<file path="src/rtl/fixed_point_sqrt_arbiter.sv">
// Round-robin arbiter in front of one shared restoring square-root engine (one root bit per clock).
// Optional macro FP_SQRT_ARB_ROUND_EN adds a guard-bit cycle and round-half-up with saturation.
module fixed_point_sqrt_arbiter #(
    parameter int WII  = 8,
    parameter int WIF  = 8,
    parameter int NREQ = 3,
    localparam int WRI = (WII + 1) / 2,
    localparam int NB  = WRI + WIF,
    localparam int WO  = WRI + 1 + WIF,
    localparam int WID = (NREQ > 1) ? $clog2(NREQ) : 1,
    localparam int IW  = WII + WIF
) (
    input  logic                 clk,
    input  logic                 rst,
    input  logic [NREQ-1:0]      in_valid,
    output logic [NREQ-1:0]      in_ready,
    input  logic [NREQ*IW-1:0]   in_data,
    output logic                 out_valid,
    input  logic                 out_ready,
    output logic [WO-1:0]        out_data,
    output logic [WID-1:0]       out_id,
    output logic                 busy
);

`ifdef FP_SQRT_ARB_ROUND_EN
    typedef enum logic [1:0] {IDLE, CALC, EXTRA, DONE} state_t;
    localparam int RTW = NB + 1;
`else
    typedef enum logic [1:0] {IDLE, CALC, DONE} state_t;
    localparam int RTW = NB;
`endif

    localparam int OPW = 2 * NB;
    localparam int RW  = NB + 3;
    localparam int CW  = $clog2(NB + 1);

    state_t           state, state_next;
    logic [WID-1:0]   ptr, id, grant;
    logic             grant_valid;
    logic             sign;
    logic [OPW-1:0]   op, op_init;
    logic [RW-1:0]    rem, rem_shift, rem_next, test;
    logic [RTW-1:0]   root, root_next;
    logic [CW-1:0]    cnt;
    logic [IW-1:0]    x, x_mag;
    logic [NB-1:0]    mag;
    logic [WO-1:0]    result;
    logic             step;
    int               idx;

    // Search for the first valid requester starting at ptr, wrapping around.
    always_comb begin
        grant_valid = 1'b0;
        grant       = '0;
        idx         = 0;
        for (int i = 0; i < NREQ; i++) begin
            idx = (int'(ptr) + i) % NREQ;
            if (!grant_valid && in_valid[idx]) begin
                grant_valid = 1'b1;
                grant       = WID'(idx);
            end
        end
    end

    always_comb begin
        x       = in_data[int'(grant)*IW +: IW];
        x_mag   = x[IW-1] ? (~x + 1'b1) : x;
        op_init = '0;
        op_init[IW+WIF-1:WIF] = x_mag;
    end

    // One restoring recurrence step: bring down two operand bits, try subtracting 4*root+1.
    always_comb begin
        rem_shift = (rem << 2) | {{(RW-2){1'b0}}, op[OPW-1 -: 2]};
        test      = RW'({root, 2'b01});
        if (rem_shift >= test) begin
            rem_next  = rem_shift - test;
            root_next = (root << 1) | {{(RTW-1){1'b0}}, 1'b1};
        end else begin
            rem_next  = rem_shift;
            root_next = root << 1;
        end
    end

    always_ff @(posedge clk) begin
        if (rst) begin
            state <= IDLE;
        end else begin
            state <= state_next;
        end
    end

    always_comb begin
        state_next = state;
        step       = 1'b0;
        busy       = (state != IDLE);
        out_valid  = 1'b0;
        in_ready   = '0;
        case (state)
            IDLE: begin
                if (grant_valid && !rst) begin
                    in_ready[grant] = 1'b1;
                    state_next      = CALC;
                end
            end
            CALC: begin
                step = 1'b1;
                if (cnt == '0) begin
`ifdef FP_SQRT_ARB_ROUND_EN
                    state_next = EXTRA;
`else
                    state_next = DONE;
`endif
                end
            end
`ifdef FP_SQRT_ARB_ROUND_EN
            EXTRA: begin
                step       = 1'b1;
                state_next = DONE;
            end
`endif
            DONE: begin
                out_valid = 1'b1;
                if (out_ready) begin
                    state_next = IDLE;
                end
            end
            default: state_next = IDLE;
        endcase
    end

    always_ff @(posedge clk) begin
        if (rst) begin
            ptr  <= '0;
            id   <= '0;
            sign <= 1'b0;
            op   <= '0;
            rem  <= '0;
            root <= '0;
            cnt  <= '0;
        end else if (state == IDLE && grant_valid) begin
            sign <= x[IW-1];
            op   <= op_init;
            rem  <= '0;
            root <= '0;
            cnt  <= CW'(NB - 1);
            id   <= grant;
            ptr  <= (grant == WID'(NREQ - 1)) ? '0 : grant + 1'b1;
        end else if (step) begin
            op   <= op << 2;
            rem  <= rem_next;
            root <= root_next;
            if (cnt != '0) begin
                cnt <= cnt - 1'b1;
            end
        end
    end

`ifdef FP_SQRT_ARB_ROUND_EN
    logic [NB:0] rsum;
    // root holds 2r+g; round half-up and clamp to NB bits.
    always_comb begin
        rsum = {1'b0, root[NB:1]} + {{NB{1'b0}}, root[0]};
        mag  = rsum[NB] ? '1 : rsum[NB-1:0];
    end
`else
    always_comb begin
        mag = root;
    end
`endif

    always_comb begin
        result   = sign ? -{1'b0, mag} : {1'b0, mag};
        out_data = (state == DONE) ? result : '0;
        out_id   = (state == DONE) ? id : '0;
    end

endmodule

</file>
<file path="config.mk">
export PLATFORM = sky130hd
export DESIGN_NAME = fixed_point_sqrt_arbiter
export DESIGN_NICKNAME = d
export VERILOG_FILES = /design/src/rtl/fixed_point_sqrt_arbiter.sv
export SDC_FILE = /design/constraint.sdc
export NUM_CORES = 1
export LEC_CHECK = 0
export ABC_AREA = 1
export CAP_MARGIN = 15
export CORE_AREA = 2 2 89 91
export CTS_CLUSTER_DIAMETER = 100
export DETAILED_ROUTE_END_ITERATION = 10
export DIE_AREA = 0 0 91 93
export PLACE_DENSITY = 0.84
export SYNTH_ARGS = -nofsm -noshare
export SYNTH_HDL_FRONTEND = slang
export SYNTH_SLANG_ARGS = --single-unit
</file>
<file path="constraint.sdc">
create_clock -name clk -period 8.3 [get_ports clk]
set_clock_uncertainty 0.05 [all_clocks]
set_input_delay 0.83 -clock clk [delete_from_list [all_inputs] [get_ports clk]]
set_output_delay 0.83 -clock clk [all_outputs]
set_load 0.005 [all_outputs]
</file>
* Yosys cells after proc, flatten, opt, wreduce, memory -nomap -nowiden
Cells that the tools add are included.
Word-level totals: flip-flop bits (word level) 52, latch bits 0, bits in writable memories 0, bits in read-only memories 0, input port bits 54, output and inout bits 20, logic and storage cells 89, memories 0
Operators by class: add/subtract/negate cells 7, $mul 0, div/mod/pow operators 3, magnitude comparators 6, eq/ne operators 6, shift operators 1, muxes and demuxes 37, bitwise operators 2, reductions and logical operators 18
Operator list (count):
- < comparator 32 x 4 -> 1 bit (second input constant) | 3
- remainder unit 32 x 3 -> 32 bit (second input constant) | 2
- two-way mux 24 bit | 2
- variable part select 48 x 7 -> 16 bit | 1
- two-way mux 13 bit | 3
- remainder unit 3 x 3 -> 32 bit (second input constant) | 1
- adder 16 x 1 -> 16 bit (second input constant) | 1
- two-way mux 16 bit | 1
- two-way mux 2 bit | 8
- inverter 16 bit | 1
- >= comparator 15 x 14 -> 1 bit | 1
- bitwise OR 15 x 2 -> 15 bit | 1
- two-way mux 1 bit | 13
- negator 12 -> 13 bit | 1
- subtractor 13 bit | 1
- two-way mux 4 bit | 3
- binary-select mux 1 bit (select 2 bit) | 3
- two-way mux 3 bit | 2
- inequality test 2 bit (second input constant) | 3
- one-hot mux 2 bit (3 select lines) | 1
- nonzero test 2 bit | 3
- logical AND 1 bit | 5
- == test 2 bit (second input constant) | 2
- zero test 4 bit | 1
- 14 further kinds | 17

* Longest topological paths before layout
depth after elaboration 17, mapped depth 25, gate-level depth less buffers 25

* Worst setup path after synthesis
OpenSTA, ideal clock, no wires.
kind input to register, from input in_valid[2], to register op[20], data arrival time 2.703 ns, required time 8.119 ns, slack 5.416 ns, stages 21, cell sequence inv_2 -> o21ai_0 -> nand2_2 -> nand2_1 -> inv_1 -> nand3_1 -> nand3_2 -> buf_4 -> nand2_1 -> o21ai_1 -> nor2_2 -> ha_1 -> nand3_1 -> nor2_1 -> nand2_2 -> o21bai_4 -> nand3_1 -> nand2_1 -> nand2_1 -> nand2_1 -> a21oi_2
Between the ends: cells in the longest elaborated chain, start to end 15
Ends and longest elaborated chain:
- start, declared | RTL line 15 | input logic [NREQ-1:0] in_valid,
- binary-select mux 1 bit (select 2 bit) | RTL line 58 | if (!grant_valid && in_valid[idx]) begin
- two-way mux 1 bit (implied by the code) (2 in a row) | RTL line 58
- two-way mux 1 bit | RTL line 58
- zero test 1 bit | RTL line 58
- logical AND 1 bit | RTL line 58
- two-way mux 1 bit | RTL line 58
- zero test 1 bit | RTL line 58
- logical AND 1 bit | RTL line 58
- two-way mux 2 bit | RTL line 58
- variable part select 48 x 7 -> 16 bit | RTL line 66 | x = in_data[int'(grant)*IW +: IW];
- inverter 16 bit | RTL line 67 | x_mag = x[IW-1] ? (~x + 1'b1) : x;
- adder 16 x 1 -> 16 bit | RTL line 67
- two-way mux 16 bit | RTL line 67
- two-way mux 24 bit | RTL line 141 | end else if (state == IDLE && grant_valid) begin
- end signal, assigned | RTL line 143 | op <= op_init;
- end signal, assigned | RTL line 150 | op <= op << 2;
- end, declared | RTL line 41 | logic [OPW-1:0] op, op_init;
Parallel ways exist; a longest one is shown, timed or not. The select of a mux whose other input is x is not followed. A chain may end at the register's enable or synchronous reset.

* Worst setup path in the final report
from input in_valid[2], to output in_ready[0]
Between the ends: cells in the longest elaborated chain, start to end 16
Ends and longest elaborated chain:
- binary-select mux 1 bit (select 2 bit) | RTL line 58
- two-way mux 1 bit (implied by the code) (2 in a row) | RTL line 58
- two-way mux 1 bit | RTL line 58
- zero test 1 bit | RTL line 58
- logical AND 1 bit | RTL line 58
- two-way mux 1 bit | RTL line 58
- zero test 1 bit | RTL line 58
- logical AND 1 bit | RTL line 58
- two-way mux 2 bit | RTL line 58
- < comparator 2 x 3 -> 1 bit (implied by the code) / >= comparator 2 x 1 -> 1 bit (equally long branches) | RTL line 102 | in_ready[grant] = 1'b1;
- logical AND 1 bit (implied by the code) | RTL line 102
- two-way mux 1 bit (implied by the code) | RTL line 102
- demux 1 bit (select 2 bit) | RTL line 102
- two-way mux 3 bit (*) | RTL line 101 | if (grant_valid && !rst) begin
- two-way mux 3 bit (*) | RTL line 99 | case (state)
- end, declared | RTL line 16 | output logic [NREQ-1:0] in_ready,
Every way passes the cells marked *; elsewhere a longest branch is shown, timed or not. The select of a mux whose other input is x is not followed.

==> impl_summary.md <==
Outcome
The run finished with clean final reports.

Timing
Derived from the worst setup path, the maximum achievable clock frequency is 206.4 MHz. The max-slew headroom at the worst pin is between 30% and 40%. The number of setup violations in the final report is 0.

The final max-slew violation count was 0. At the pin with the least slew margin, the transition time is 0.9102 ns. Setup repair after global routing left no endpoint under its margin.

After layout, the minimum clock period comes to approximately 4.8 ns. The final period utilization is 58.38%. The post-route setup TNS is 0 ns. The number of hold violations in the final report came to 0.

Clock network
In this run, CTS created clock tree buffers numbering 5. In this run, post-CTS hold repair placed 0 buffers. The later pin in the worst-skew pair is clocked with a latency of 0.31 ns. The register clock-pin slew on the reported worst setup and hold paths is roughly 0.090 ns.

In this run the number of H-tree levels came out at 2. In this run the deepest clock path goes through 2 buffers. The post-cts gate resize count is 0. The number of sinks driven by the clock tree is 52. TritonCTS built the clock tree. The cell at the root of the clock tree is sky130_fd_sc_hd__clkbuf_8. Post-CTS timing repair inserted 0 buffers for setup.

Route
The final routed wire length divided by cell count is 13.62 µm. The total via count in the routed design is 4620. The detailed router finished its first iteration with 315 violations. The residual DRC count is 0.

The via density per instance is 5.586. The remaining antenna violation count after routing is 0. The routed wire length is 11.26 mm. The first TritonRoute pass finished after 8 iterations.

Final layout
The count of antenna diodes in the layout is 0. The commonest non-fill, non-tap cell in the layout is sky130_fd_sc_hd__nand2_1. In the layout the commonest cells are 180 x sky130_fd_sc_hd__nand2_1, 73 x sky130_fd_sc_hd__clkdlybuf4s50_1, 69 x sky130_fd_sc_hd__a21oi_1.

The net count of the finished layout is 798. The area added between synthesis and finish is 19.90%. Cells with a size suffix above 1 make up a little over 8% of the layout.

Floorplanning
The die covers roughly 8500 µm². The initial utilization of the core area, before any placement, comes to 55.70%. Measured along the y axis, the die boundary spans 93 µm. The core region is 7527 µm². In this run the count of I/O pins placed on the die edge is 74.

The die is 91 µm wide. After floorplanning, the core was divided into 32 placement rows.

Hold path
The min-delay analysis places its worst path in the category reg -> reg.

Synthesis
In this run, synthesis inferred 0 flip-flops with an integrated enable. The number of nets in the synthesized netlist is 742. After synthesis, the share of flip-flops with an asynchronous set or reset is 0%.

The most used flip-flop cell after synthesis is sky130_fd_sc_hd__dfxtp_1. The area of the mapped netlist is 4193 µm². The count of unique library cells instantiated by Yosys is 44.

The post-synthesis register bit count is 52. The mean instance size in the synthesized netlist is roughly 6.3 µm². The fraction of post-synthesis cell area in the top cell type by area is about a quarter. By area the synthesized netlist is led by sky130_fd_sc_hd__dfxtp_1 25%, sky130_fd_sc_hd__nand2_1 16%, sky130_fd_sc_hd__a21oi_1 8.2%, sky130_fd_sc_hd__ha_1 6.0%, sky130_fd_sc_hd__inv_1 5.7%. The gate count after technology mapping is ~670. The cell accounting for the most synthesized area is sky130_fd_sc_hd__dfxtp_1. Yosys printed 0 warnings.

The share of the Yosys chip area taken by registers is 24.83%.

Global routing
The total congestion overflow after global routing is 0. The via count of the first global-routing pass is 4407. The overall global routing resource usage is 26.78%. The pin count of the biggest net entering global routing is 33.

The initial antenna violation count is 0. The first global-routing pass estimated 19.00 mm of wire.

Place
The count of buffers added on input and output ports is 73. The post-DP HPWL is between 8 and 9 mm. The congestion estimate from routability-driven global placement came to 0.8665.

Critical path
For flop-to-flop paths, the worst setup slack is 4.42 ns. Traced cell by cell, the critical path runs through clkdlybuf4s50_1, inv_2, o21ai_2, nand2_4, nand2_1, inv_1, nand3_1, nand2_1, inv_1, nand2_1, nor2_1, clkdlybuf4s50_1. STA classifies the critical path endpoint as an output port. The critical path data arrival time is 3.97 ns. The largest single stage delay on the critical path is 0.52 ns. The critical path's most frequent cell is sky130_fd_sc_hd__nand2_1. The largest individual stage delay along the critical path comes from the cell sky130_fd_sc_hd__clkdlybuf4s50_1.

The buffering stage count on the worst path with inverters included is 5. The highest net fanout along the worst path is 20. For the worst setup path, the data required time is 7.42 ns. The setup path with the least slack is of type in -> out. The cell family with the largest share of critical-path delay is buffers and inverters. The worst setup path is launched from a primary input.

Job
Max-cap violations in this run came to 0.
-- per-layer routing --
| layer | routed length (µm) | track usage [%] | share of wire, % | vias up |
|---|---|---|---|---|
| met5 | 0 | 0 | 0 | - |
| met4 | 244 | 9.091 | 2.2 | 0 |
| met3 | 601 | 3.868 | 5.3 | 29 |
| met2 | 5659 | 50.06 | 50 | 176 |
| met1 | 4756 | 31.24 | 42 | 2111 |
| li1 | - | - | - | 2304 |
-- synth_stat cells (9+ instances only) --
cell type / n
sky130_fd_sc_hd__dfxtp_1: 52
sky130_fd_sc_hd__a21oi_1: 69
sky130_fd_sc_hd__nand2_1: 180
sky130_fd_sc_hd__xor2_1: 13
sky130_fd_sc_hd__clkbuf_1: 16
sky130_fd_sc_hd__ha_1: 20
sky130_fd_sc_hd__nand3_2: 14
sky130_fd_sc_hd__nor3_1: 9
sky130_fd_sc_hd__nand2_2: 12
sky130_fd_sc_hd__inv_1: 64
sky130_fd_sc_hd__nand3_1: 45
sky130_fd_sc_hd__nor2_1: 55
sky130_fd_sc_hd__o21ai_0: 41
-- stage by stage --
step / std cells / util (%) / setup WS, ns / instance area, µm² / hold slack, ns
floorplan: 668 / - / 5.416 / 4193 / 0.3922
detailed placement: 819 / 65.56 / 3.512 / 4935 / 0.4066
finish: 827 / 66.79 / 3.454 / 5027 / 0.4176
CTS: 827 / 66.79 / 3.502 / 5027 / 0.4200
global placement: 819 / 65.56 / 3.600 / 4935 / 0.3985
global route: 827 / 66.79 / 3.175 / 5027 / 0.4395
-- tightest hold or removal path: stages (launching register included) --
cell and delay, ns:
sky130_fd_sc_hd__dfxtp_1 0.32, sky130_fd_sc_hd__nand2_1 0.06, sky130_fd_sc_hd__a21oi_1 0.05
-- kinds of logic after synthesis --
logic type               share of synthesized area [%]
AO/OA/AOI/OAI                                    19.31
XOR/XNOR                                         3.760
adder cells (fa/ha/maj)                          5.968
buffers and inverters                            9.579
flip-flops                                       24.83
AND/OR/NAND/NOR                                  36.56
-- layout make-up --
type / count / area (µm²)
fillers: 692 / 2500
inverters: 72 / 270.3
repair buffers: 75 / 745.7
clock inverters: 2 / 10.01
well taps: 102 / 127.6
clock buffers: 6 / 82.58
flip-flops and latches: 52 / 1041
multi-input cells: 518 / 2750
-- state kept, by name (all words and copies together) (netlist names) --
register and flops:
mag 12, state 2, id 2, rem 13, ptr 2, sign 1, cnt 4, op 16
-- final timing paths --
kind                                            end  depth (start not counted)                start
worst max-delay path                    in_ready[0]                         12          in_valid[2]
worst min register to register  op[16]$_SDFFE_PP0P_                          2  op[16]$_SDFFE_PP0P_
worst min-delay path            op[16]$_SDFFE_PP0P_                          2  op[16]$_SDFFE_PP0P_
worst max register to register  op[19]$_SDFFE_PP0P_                         15  ptr[0]$_SDFFE_PP0P_
Power is left out: the tool's default activity adds up to more than one toggle a clock period on the data nets, which glitch-free logic cannot reach.
